==> src/rtl/counter_sequencer_pkg.sv <==
// Shared definitions for the counter sequencer: FSM state encoding and default widths.
package counter_sequencer_pkg;

  localparam int unsigned DefWidth = 5;
  localparam int unsigned DefRunW  = 4;

  typedef enum logic [1:0] {
    StIdle = 2'b00,
    StLoad = 2'b01,
    StRun  = 2'b10,
    StDone = 2'b11
  } state_e;

endpackage

==> src/rtl/counter_sequencer_if.sv <==
// Command/config and status bundle between a controller and the counter sequencer.
interface counter_sequencer_if
  import counter_sequencer_pkg::*;
#(
  parameter int unsigned WIDTH = DefWidth,
  parameter int unsigned RUNW  = DefRunW
);

  logic             start;
  logic             stop;
  logic             up;
  logic [WIDTH-1:0] load_val;
  logic [WIDTH-1:0] limit;
  logic [RUNW-1:0]  runs;
  logic [WIDTH-1:0] count;
  logic             busy;
  logic             tc;
  logic             done;
  logic [1:0]       state;

  modport master (
    output start, stop, up, load_val, limit, runs,
    input  count, busy, tc, done, state
  );

  modport slave (
    input  start, stop, up, load_val, limit, runs,
    output count, busy, tc, done, state
  );

endinterface

==> src/rtl/counter_sequencer_mod_counter.sv <==
// Synchronous loadable up/down counter, modulo (limit+1).
module mod_counter #(
  parameter int unsigned Width = 5
) (
  input  logic             clk_i,
  input  logic             rst_ni,
  input  logic             ld_i,
  input  logic [Width-1:0] ld_val_i,
  input  logic             en_i,
  input  logic             up_i,
  input  logic [Width-1:0] limit_i,
  output logic [Width-1:0] count_o,
  output logic             wrap_o
);

  logic [Width-1:0] count_q, count_d;

  // Boundary flag for the current direction; caller qualifies it with en_i.
  assign wrap_o = up_i ? (count_q == limit_i) : (count_q == '0);

  always_comb begin
    count_d = count_q;
    if (ld_i) begin
      count_d = ld_val_i;
    end else if (en_i) begin
      if (up_i) begin
        count_d = wrap_o ? '0 : count_q + 1'b1;
      end else begin
        count_d = wrap_o ? limit_i : count_q - 1'b1;
      end
    end
  end

  always_ff @(posedge clk_i) begin
    if (!rst_ni) begin
      count_q <= '0;
    end else begin
      count_q <= count_d;
    end
  end

  assign count_o = count_q;

endmodule

==> src/rtl/counter_sequencer.sv <==
// Start/stop sequencer around mod_counter: latches config, counts wraps, signals done.
module counter_sequencer
  import counter_sequencer_pkg::*;
#(
  parameter int unsigned WIDTH = DefWidth,
  parameter int unsigned RUNW  = DefRunW
) (
  input logic               clk,
  input logic               clear,
  counter_sequencer_if.slave bus
);

  state_e           state_q, state_d;
  logic             up_q;
  logic [WIDTH-1:0] load_q, limit_q;
  logic [RUNW-1:0]  runs_q, wraps_q, wraps_d, wraps_inc;
  logic             tc_q, tc_d;
  logic             capture, ld, en, wrap;
  logic [WIDTH-1:0] ld_val, count;

  assign capture   = (state_q == StIdle) && bus.start && !bus.stop;
  assign wraps_inc = wraps_q + 1'b1;

  // Out-of-range start values snap to the first value of the chosen direction.
  assign ld_val = (load_q > limit_q) ? (up_q ? '0 : limit_q) : load_q;

  always_comb begin
    state_d = state_q;
    wraps_d = wraps_q;
    tc_d    = 1'b0;
    ld      = 1'b0;
    en      = 1'b0;
    unique case (state_q)
      StIdle: begin
        if (capture) begin
          state_d = StLoad;
          wraps_d = '0;
        end
      end
      StLoad: begin
        if (bus.stop) begin
          state_d = StIdle;
        end else begin
          ld      = 1'b1;
          state_d = StRun;
        end
      end
      StRun: begin
        if (bus.stop) begin
          state_d = StIdle;
        end else begin
          en = 1'b1;
          if (wrap) begin
            tc_d = 1'b1;
            if (wraps_q != '1) wraps_d = wraps_inc;
            if ((runs_q != '0) && (wraps_inc == runs_q)) state_d = StDone;
          end
        end
      end
      StDone: state_d = StIdle;
      default: state_d = StIdle;
    endcase
  end

  always_ff @(posedge clk) begin
    if (!clear) begin
      state_q <= StIdle;
      wraps_q <= '0;
      tc_q    <= 1'b0;
      up_q    <= 1'b0;
      load_q  <= '0;
      limit_q <= '0;
      runs_q  <= '0;
    end else begin
      state_q <= state_d;
      wraps_q <= wraps_d;
      tc_q    <= tc_d;
      if (capture) begin
        up_q    <= bus.up;
        load_q  <= bus.load_val;
        limit_q <= bus.limit;
        runs_q  <= bus.runs;
      end
    end
  end

  mod_counter #(
    .Width (WIDTH)
  ) u_mod_counter (
    .clk_i    (clk),
    .rst_ni   (clear),
    .ld_i     (ld),
    .ld_val_i (ld_val),
    .en_i     (en),
    .up_i     (up_q),
    .limit_i  (limit_q),
    .count_o  (count),
    .wrap_o   (wrap)
  );

  assign bus.count = count;
  assign bus.busy  = (state_q == StLoad) || (state_q == StRun);
  assign bus.tc    = tc_q;
  assign bus.done  = (state_q == StDone);
  assign bus.state = state_q;

endmodule

==> src/flat_wrapper.sv <==
// flat-port wrapper written by rule: the top's interface ports become plain ports
module counter_sequencer_flat import counter_sequencer_pkg::*;
#(
  parameter int unsigned WIDTH = DefWidth,
  parameter int unsigned RUNW  = DefRunW
)
  (clk, clear, bus_start, bus_stop, bus_up, bus_load_val, bus_limit, bus_runs, bus_count, bus_busy, bus_tc, bus_done, bus_state);
  counter_sequencer_if #(.WIDTH(WIDTH), .RUNW(RUNW)) bus_i ();
  input logic clk;
  input logic clear;
  input wire logic [$bits(bus_i.start)-1:0] bus_start;
  input wire logic [$bits(bus_i.stop)-1:0] bus_stop;
  input wire logic [$bits(bus_i.up)-1:0] bus_up;
  input wire logic [$bits(bus_i.load_val)-1:0] bus_load_val;
  input wire logic [$bits(bus_i.limit)-1:0] bus_limit;
  input wire logic [$bits(bus_i.runs)-1:0] bus_runs;
  output wire logic [$bits(bus_i.count)-1:0] bus_count;
  output wire logic [$bits(bus_i.busy)-1:0] bus_busy;
  output wire logic [$bits(bus_i.tc)-1:0] bus_tc;
  output wire logic [$bits(bus_i.done)-1:0] bus_done;
  output wire logic [$bits(bus_i.state)-1:0] bus_state;
  assign bus_i.start = bus_start;
  assign bus_i.stop = bus_stop;
  assign bus_i.up = bus_up;
  assign bus_i.load_val = bus_load_val;
  assign bus_i.limit = bus_limit;
  assign bus_i.runs = bus_runs;
  assign bus_count = bus_i.count;
  assign bus_busy = bus_i.busy;
  assign bus_tc = bus_i.tc;
  assign bus_done = bus_i.done;
  assign bus_state = bus_i.state;
  counter_sequencer #(.WIDTH(WIDTH), .RUNW(RUNW)) u_core (.clk(clk), .clear(clear), .bus(bus_i));
endmodule
==> config.mk <==
export PLATFORM = sky130hd
export DESIGN_NAME = counter_sequencer_flat
export DESIGN_NICKNAME = d
export VERILOG_FILES = /design/src/rtl/counter_sequencer_pkg.sv /design/src/rtl/counter_sequencer_if.sv /design/src/rtl/counter_sequencer_mod_counter.sv /design/src/rtl/counter_sequencer.sv /design/src/flat_wrapper.sv
export SDC_FILE = /design/constraint.sdc
export NUM_CORES = 1
export LEC_CHECK = 0
export ABC_AREA = 1
export CAP_MARGIN = 20
export CORE_MARGIN = 5
export CORE_UTILIZATION = 40
export CTS_CLUSTER_DIAMETER = 30
export DETAILED_ROUTE_END_ITERATION = 12
export PLACE_DENSITY = 0.72
export SLEW_MARGIN = 20
export SYNTH_ARGS = -nofsm -noshare
export SYNTH_HDL_FRONTEND = slang
export SYNTH_HIERARCHICAL = 1
export SYNTH_SLANG_ARGS = --single-unit
==> constraint.sdc <==
create_clock -name clk -period 2 [get_ports clk]
set_input_delay 0.4 -clock clk [delete_from_list [all_inputs] [get_ports clk]]
set_output_delay 0.4 -clock clk [all_outputs]
set_load 0.05 [all_outputs]
==> run_results.csv <==
group,metric,value,unit
outcome,status,"finished clean",
detailed_routing,drt_iter0_drc,110,
power_and_ir_drop,vdd.ir_drop.worst,0.654,mV
global_route,track_usage,13.6,%
detailed_routing,vias,1821,
layout,seq_area,559,um^2
layout,most-common-layout-cells,"54 x sky130_fd_sc_hd__nand2_1, 32 x sky130_fd_sc_hd__nor2_1, 30 x sky130_fd_sc_hd__inv_1, 24 x sky130_fd_sc_hd__clkdlybuf4s50_1, 19 x sky130_fd_sc_hd__a21oi_1",
worst_setup_path,timing.critical_path.to_type,"output port",
logic_synthesis,syn_avg_cell_area,6.76,um^2
logic_synthesis,largest_family_of_logic_cells_by_synthesized_area,"simple AND/OR/NAND/NOR gates",
global_route,met1_resource_use_gr,18.4,%
timing,fin_worst_skew,0.00568,ns
detailed_routing,drt-wirelength-per-cell,12.2,um
layout,multiInputGateArea,1190,um^2
timing,pins_over_slew_limit,0,
logic_synthesis,synth_simple_gate_area_share,30.5,%
worst_setup_path,path_depth,1,
flow_run,maxCapViolCount,0,
worst_setup_path,reg_to_reg_start,"u_core/limit_q[2]$_SDFFE_PN0P_",
logic_synthesis,synth.largest_area_cell,"sky130_fd_sc_hd__dfxtp_1",
global_route,number_of_global_route_vias_before_repair,1655,
floorplanning,fp.dieW,77.9,um
layout,fillerInstances,421,
logic_synthesis,synth_enable_flop_cells,0,
floorplanning,die_h,77.9,um
worst_setup_path,path_class,"reg -> out",
logic_synthesis,synthesis.instances,273,
logic_synthesis,synth_warnings,6,
logic_synthesis,async_flop_share,0,%
placed_design,sum_of_net_half_perimeters_after_detailed_placement,3310,um
layout,layout_commonest_cell,"sky130_fd_sc_hd__nand2_1",
layout,syn_to_final_growth,27.3,%
placed_design,place.port_buffers,28,
clocking,cts-buffers-inserted,3,
hold_path,min-delay-path-class,"reg -> reg",
worst_setup_path,required,1.60,ns
detailed_routing,route.detailed.drc,0,
clocking,cts_root_buf,"sky130_fd_sc_hd__clkbuf_8",
logic_synthesis,synth.yosys.seq_area_share,29.3,%
logic_synthesis,synth_mux_area_share,0,%
power_and_ir_drop,switching_share,49.8,%
power_and_ir_drop,netSwitchingPower,0.00169,W
global_route,grt_overflow_total,0,
floorplanning,die_area,6070,um^2
timing,finalSetupViolCount,0,
logic_synthesis,postSynthRegisterBits,27,
timing,tightestPinTransition,0.493,ns
worst_setup_path,timing.critical_path.arrival,1.51,ns
floorplanning,ioPinCount,29,
global_route,grt_use_met3,2.20,%
timing,rsz0062_at_grt,"yes",
detailed_routing,post_drt_via_cell_ratio,5.06,
global_route,grt_max_degree,26,
worst_setup_path,cpLargestDelayFamily,"buffers and inverters",
logic_synthesis,synth_largest_type_area_fraction,29.3,%
detailed_routing,detail-route-antenna-nets,0,
worst_setup_path,regToRegEndpoint,"u_core/u_mod_counter/count_o[0]$_SDFFE_PN0P_",
global_route,global_route.usage.met2,22.5,%
clocking,tritoncts,"yes",
floorplanning,start_util,41.8,%
global_route,grt_first_pass_wirelength,7120,um
worst_setup_path,start_point_of_the_critical_path,"u_core/bus.state[0]$_SDFFE_PN0P_",
detailed_routing,detail_route.first_pass.iterations,4,
layout,final_layout_size_suffix_gt1_share,20.5,%
clocking,clock_tree.buffer_depth,2,
worst_setup_path,worstSetupEndpoint,"bus_state[0]",
power_and_ir_drop,power_per_cell_area,1450,nW/um^2
timing,finalCritPeriodShare,95.3,%
layout,final_net_count,341,
global_route,initial_antenna_violation_count,0,
timing,fin_crit,1.91,ns
clocking,clkTransAtPathRegs,0.09,ns
worst_setup_path,reg2reg_depth,11,
power_and_ir_drop,part_of_the_total_power_dissipated_in_the_clock_network,9.0,%
power_and_ir_drop,intPower,0.00170,W
worst_setup_path,critPathLaunchType,"register",
worst_setup_path,crit_path_cell_trace,"clkdlybuf4s50_1",
logic_synthesis,synth_area_leaders,"sky130_fd_sc_hd__dfxtp_1 29%, sky130_fd_sc_hd__nand2_1 11%, sky130_fd_sc_hd__ha_1 8.8%",
logic_synthesis,synth_compound_area_share,19.0,%
layout,antenna_cells,0,
power_and_ir_drop,post-layout-total-power,0.00340,W
timing,fmaxAchievable,524,MHz
worst_setup_path,standard_cell_with_the_maximum_stage_delay_on_the_critical_path,"sky130_fd_sc_hd__clkdlybuf4s50_1",
logic_synthesis,yosysUniqueCellTypes,31,
clocking,htree_levels,1,
placed_design,place.gp.congestion,0.833,
timing,final_hold_violation_count,0,
clocking,clk_latency,0.27,ns
worst_setup_path,max_stage_delay,0.83,ns
layout,fin_util,53.2,%
logic_synthesis,synthXorXnorAreaFrac,2.85,%
logic_synthesis,nets_in_the_synthesized_netlist,305,
clocking,postCtsSetupBuffers,0,
power_and_ir_drop,power_frac_seq,24.6,%
worst_setup_path,setup.reg_to_reg.worst_slack,0.12,ns
floorplanning,placementRows,24,
global_route,top_usage_layer,"met2",
timing,worst_slew_margin_rel,67.0,%
floorplanning,core_area,4410,um^2
logic_synthesis,synthesis.area,1850,um^2
logic_synthesis,synthFlopType,"sky130_fd_sc_hd__dfxtp_1",
power_and_ir_drop,combPwrFrac,66.4,%
worst_setup_path,path_max_fanout,5,
worst_setup_path,critical_path.n_buffers_inverters,1,
power_and_ir_drop,total_leakage_power,1.02,nW
detailed_routing,detail_route.wirelength,4400,um
clocking,tritoncts_num_sinks,27,
logic_synthesis,synth_fa_ha_area_share,8.81,%
[power by group through the flow]
stage               Clock [W]  Sequential, W  Combinational [W]
global placement            0       0.000834            0.00203
detailed placement          0       0.000837            0.00204
floorplan                   0       0.000959            0.00136
global route         0.000343       0.000859            0.00246
CTS                  0.000320       0.000825            0.00206
finish               0.000306       0.000835            0.00225
[cells in the mapped netlist, types with 2 or more instances]
master                      n
sky130_fd_sc_hd__a21oi_1   20
sky130_fd_sc_hd__xnor2_1    3
sky130_fd_sc_hd__ha_1      13
sky130_fd_sc_hd__nand4_1    2
sky130_fd_sc_hd__o221ai_1   3
sky130_fd_sc_hd__nor2_1    32
sky130_fd_sc_hd__nand3_1   13
sky130_fd_sc_hd__o211ai_1   2
sky130_fd_sc_hd__nor2_2     5
sky130_fd_sc_hd__nand2_2    6
sky130_fd_sc_hd__xor2_1     3
sky130_fd_sc_hd__nand2_1   56
sky130_fd_sc_hd__nand3_2    3
sky130_fd_sc_hd__o21ai_0   22
sky130_fd_sc_hd__nor3_1     2
sky130_fd_sc_hd__dfxtp_1   27
sky130_fd_sc_hd__o21ai_1    3
sky130_fd_sc_hd__o21bai_1   2
sky130_fd_sc_hd__inv_2      6
sky130_fd_sc_hd__inv_1     33
sky130_fd_sc_hd__nor2_4     2
sky130_fd_sc_hd__a21oi_2    3
sky130_fd_sc_hd__clkbuf_1   2
sky130_fd_sc_hd__buf_2      3
[flip-flops by register name, summed over array words and instances (netlist names)]
name and cells:
u_core/up_q 1, u_core/limit_q 5, u_core/u_mod_counter/count_o 5, u_core/wraps_q 4
u_core/runs_q 4, u_core/bus.state 2, u_core/load_q 5, u_core/bus.tc 1
[routing by layer]
layer  part of all wire, %  vias up
met5                     0        -
met4                  0.57        0
met3                   4.7        2
met2                    46       48
met1                    49      817
li1                      -      954
[repair_timing]
action / CTS / global route
hold endpoints to repair: 0 / 0
setup endpoints to repair: 0 / 7
hold buffers: 0 / 0
resized for setup: 0 / 25
[per-stage QoR]
stage | setup slack (ns) | hold WS (ns) | area, um^2 | TNS [ns] | std cells
2_1_floorplan | 0.0407 | 0.450 | 1850 | 0 | 273
3_3_place_gp | -0.0316 | 0.469 | 2230 | -0.0534 | 355
3_5_place_dp | 0.00472 | 0.486 | 2230 | 0 | 355
4_1_cts | 0.0119 | 0.498 | 2270 | 0 | 359
5_1_grt | -0.0429 | 0.516 | 2350 | -0.126 | 360
6_report | 0.0930 | 0.495 | 2350 | 0 | 360
[how the worst min path moves through the flow]
stage	end	cells past startpoint	start
6_report	u_core/runs_q[0]$_SDFFE_PN0P_	2	u_core/runs_q[0]$_SDFFE_PN0P_
4_1_cts	u_core/runs_q[0]$_SDFFE_PN0P_	2	u_core/runs_q[0]$_SDFFE_PN0P_
3_3_place_gp	u_core/limit_q[3]$_SDFFE_PN0P_	2	u_core/limit_q[3]$_SDFFE_PN0P_
5_1_grt	u_core/load_q[0]$_SDFFE_PN0P_	2	u_core/load_q[0]$_SDFFE_PN0P_
3_5_place_dp	u_core/load_q[0]$_SDFFE_PN0P_	2	u_core/load_q[0]$_SDFFE_PN0P_
2_1_floorplan	u_core/load_q[0]$_SDFFE_PN0P_	2	u_core/load_q[0]$_SDFFE_PN0P_
[kinds of logic after synthesis]
family                   after synthesis
AO/OA/AOI/OAI                         59
AND/OR/NAND/NOR                      123
buffers and inverters                 45
flip-flops                            27
adder cells (fa/ha/maj)               13
XOR/XNOR                               6
[layout make-up]
cell class / instances / share of cell area (%)
tap: 52 / 2.77
clock buffer: 4 / 1.92
sequential: 27 / 23.8
timing repair buffer: 36 / 14.6
multi-input combinational: 202 / 50.7
inverter: 39 / 6.23
(Power assumes the default switching activity.)
==> patch 1: new RTL, same flow settings <==
Set the package constant `DefWidth` to 10 (it was 5).
--- a/src/rtl/counter_sequencer_pkg.sv
+++ b/src/rtl/counter_sequencer_pkg.sv
@@ -1,7 +1,7 @@
 // Shared definitions for the counter sequencer: FSM state encoding and default widths.
 package counter_sequencer_pkg;
 
-  localparam int unsigned DefWidth = 5;
+  localparam int unsigned DefWidth = 10;
   localparam int unsigned DefRunW  = 4;
 
   typedef enum logic [1:0] {
Ports: changed (resized bus_count, bus_limit and bus_load_val); port bits go from 29 to 44. The function was not compared with the original's and may differ.
==> patch 1 against the unedited design <==
Sequential cell count grew 15; critical endpoint is now u_core/u_mod_counter/count_o[5]; synthesized area grew 71%; routed wire length grew 120%; die area grew 61%; total power grew 110%; critical path depth grew 12; design area grew 86%; register-to-register slack lost 0.12 ns; global-route usage grew 6.2 points; sequential power grew 56%; setup slack lost 0.089 ns.
==> patch 1: results (changes against the unedited design) <==
* Status: finished clean
* Dpl cells at 667 (+88%)
* Pre-CTS WS at -0.0524 ns (-0.0571 ns)
* Post-Syn Nets at 542 (+78%)
* Pin count of the biggest net entering global routing at 41 (+58%)
* First-pass detailed-route iteration total at 5 (+1)
* Avg Inst Size Synth at 6.36 um^2 (-5.9%)
* Sw power at 3.72 mW (+120%)
* P_leak at 1.96 nW (+93%)
* CTS resizes at 3 (+3)
* Tot GR Track Use at 0.198 (+0.0621)
* Fraction of layout instances using a drive strength above 1 at 0.269 (+0.0648)
* GPL Wtd Cong at 1.01 (+21%)
* Clock Skews at 0.00786 ns (+0.00219 ns)
* Synth area leaders: dfxtp_1, nand2_1, nor2_1
* First-pass GRT wire length at 16,100 um (+130%)
* Seq pwr share at 0.178 (-0.068)
* Via count at 3,578 (+96%)
* Worst EP arrival at 2.21 ns (+0.70 ns)
* Starting DRT DRC Count at 280 (+150%)
* Post-synthesis cell type count at 39 (+26%)
* CTS Buf Count at 5 (+2)
* H-tree levels at 2 (+1)
* PortBufs at 43 (+54%)
* Vias per cell at 5.22 (+3.3%)
* Commonest cells in the netlist: nand2_1, nor2_1, inv_1
* Wire length per cell at 14.3 um (+17%)
* Initial antenna violation count at 0 (unchanged)
* Vias in the first global route at 3,409 (+110%)
* Final net count at 629 (+84%)
* Gate power share at 0.727 (+0.063)
* Sequential-to-total area share from yosys stat at 0.267 (-0.0259)
* Worst VDD drop at 1.45 mV (+120%)
* Fillcell total at 737 (+75%)
* Worst-path clk slew at 0.09 ns (about the same)
* Slew headroom at 0.583 (-0.0872)
* DP HPWL at 7360 um (+120%)
* Root buf cell: clkbuf_8
* DP Area at 3960 um^2 (+78%)
* Clk_lat worst skew at 0.30 ns (+0.03 ns)
* Share of flip-flops with an asynchronous set or reset at 0 (unchanged)
## patch 1: worst paths after layout
| check | startpoint | end | slack, ns | cells after the start |
|---|---|---|---|---|
| min reg2reg | u_core/runs_q[2] | u_core/runs_q[2] | 0.49 | 2 |
| max reg2reg | u_core/limit_q[2] | u_core/u_mod_counter/count_o[5] | 0.004 | 13 |
| min | u_core/runs_q[2] | u_core/runs_q[2] | 0.49 | 2 |
| max | u_core/limit_q[2] | u_core/u_mod_counter/count_o[5] | 0.004 | 13 |
## patch 1: logic make-up (layout without fill, tap and decap cells)
kind of cell / count (synthesis) / in the layout / synth area share
flip-flops: 42 / 42 / 0.267
adder cells (fa/ha/maj): 18 / 18 / 0.0715
AND/OR/NAND/NOR: 256 / 256 / 0.366
buffers and inverters: 73 / 161 / 0.0973
AO/OA/AOI/OAI: 90 / 90 / 0.154
XOR/XNOR: 16 / 16 / 0.0445
## patch 1: metal layers
metal | part of all wire | routed length, um | global-route usage
met5 | 0 | 0 | 0
met4 | 0.023 | 225 | 0.0599
met3 | 0.061 | 597 | 0.0396
met2 | 0.48 | 4680 | 0.329
met1 | 0.44 | 4310 | 0.260
## patch 1: worst max-delay path: stages, from the launching register on
cell and delay (ns):
dfxtp_2 0.36, inv_2 0.06, ha_4 0.26, nand2_4 0.05
nor4_4 0.30, nand2_1 0.10, nand3_2 0.14, buf_6 0.14
nand3_1 0.08, nand2_1 0.09, nor2_1 0.05, nor2_1 0.10
nand2_1 0.06, a21oi_1 0.12
## patch 1: layout make-up
type / instances / area [um^2] / area share
clock buffers: 6 / 72.6 / 0.0166
clock inverters: 2 / 37.5 / 0.00859
inverters: 55 / 206 / 0.0473
multi-input cells: 380 / 2180 / 0.499
flip-flops and latches: 42 / 867 / 0.198
well taps: 102 / 128 / 0.0292
repair buffers: 98 / 877 / 0.201
==> patch 2: new RTL, config.mk and constraints unchanged <==
Made on the original files. Add an input register stage for `clear`, without a reset; this delays it by one clock. The other inputs are not delayed to match.
--- a/src/rtl/counter_sequencer.sv
+++ b/src/rtl/counter_sequencer.sv
@@ -9,6 +9,12 @@
   input logic               clear,
   counter_sequencer_if.slave bus
 );
+
+  logic clear_q;
+
+  always_ff @(posedge clk) begin
+    clear_q <= clear;
+  end
 
   state_e           state_q, state_d;
   logic             up_q;
@@ -63,7 +69,7 @@
   end
 
   always_ff @(posedge clk) begin
-    if (!clear) begin
+    if (!clear_q) begin
       state_q <= StIdle;
       wraps_q <= '0;
       tc_q    <= 1'b0;
@@ -88,7 +94,7 @@
     .Width (WIDTH)
   ) u_mod_counter (
     .clk_i    (clk),
-    .rst_ni   (clear),
+    .rst_ni   (clear_q),
     .ld_i     (ld),
     .ld_val_i (ld_val),
     .en_i     (en),
Formal check against the unedited RTL: not equivalent (a bounded check fails within 4 cycles, from zero or initial values).
==> patch 2 against the unedited design <==
Routed wire length is 3.1% higher; sequential cell count is 1 higher; maximum frequency is 1.1% lower; setup slack worse by 0.020 ns; first-iteration DRC count is 13% lower; via count is 1.5% higher; final cell count is 0.56% higher; sequential power is 6.6% higher; design area is 2.6% higher; critical path depth stayed put; non-clock buffer count is 1 higher; synthesized area is 0.81% higher; total power is 8.4% higher; critical path type unchanged.
==> patch 2: results (changes against the unedited design) <==
* Wl on met1 at 2160 um (about the same)
* Worst Tran Pin Value at 0.682 ns (+0.189 ns)
* WL met3 at 220 um (+5.8%)
* Wire length per cell at 12.5 um (+2.6%)
* Fin Hold WS at 0.487 ns (-0.00787 ns)
* Worst r2r src: u_core/limit_q[4]
* CTS resizes at 2 (+2)
* Worst r2r path cells at 17 (+6)
* Starting DRT DRC Count at 96 (-13%)
* P_leak at 1.06 nW (+4.3%)
* Pre-CTS WS at 0.00634 ns (+0.00162 ns)
* Global Route met3 Usage at 0.0263 (+0.00433)
* Met2 global-route usage at 0.232 (+0.00664)
* Worst EP arrival at 1.53 ns (+0.02 ns)
* Fillcell total at 417 (-0.95%)
* First-pass GRT wire length at 7180 um (+0.87%)
* Vias in the first global route at 1,653 (-0.12%)
* DR WL met2 at 2070 um (+3.4%)
* Fraction of layout instances using a drive strength above 1 at 0.223 (+0.0180)
* Worst VDD drop at 0.489 mV (-25%)
* Status: finished clean
* Clock Skews at 0.00574 ns (+0.0000653 ns)
* DP HPWL at 3330 um (+0.65%)
* GPL Wtd Cong at 0.987 (+18%)
* Post-Syn Nets at 306 (+0.33%)
* Post-synthesis cell type count at 33 (+6.5%)
[patch 2: cell families (layout without fill, tap and decap cells)]
family	after synthesis	in the layout	share of synthesized area
and+or+nand+nor	123	123	0.304
AOI/OAI and AO/OA	59	60	0.184
buffers and inverters	45	80	0.0948
DFF	28	28	0.301
adders and majority gates	13	13	0.0874
xor gates and xnor gates	6	6	0.0282
[patch 2: metrics by stage]
| step | total power [mW] | cells | setup TNS [ns] |
|---|---|---|---|
| floorplan | 2.45 | 274 | 0 |
| global placement | 3.04 | 354 | 0 |
| detailed placement | 3.06 | 354 | 0 |
| CTS | 3.43 | 358 | 0 |
| global route | 3.98 | 362 | -0.130 |
| finish | 3.68 | 362 | 0 |
[patch 2: cell type report]
type                       instances  share of cell area
multi-input combinational        202               0.502
inverter                          39              0.0607
timing repair buffer              37               0.146
tap                               52              0.0270
sequential                        28               0.241
clock buffer                       4              0.0228
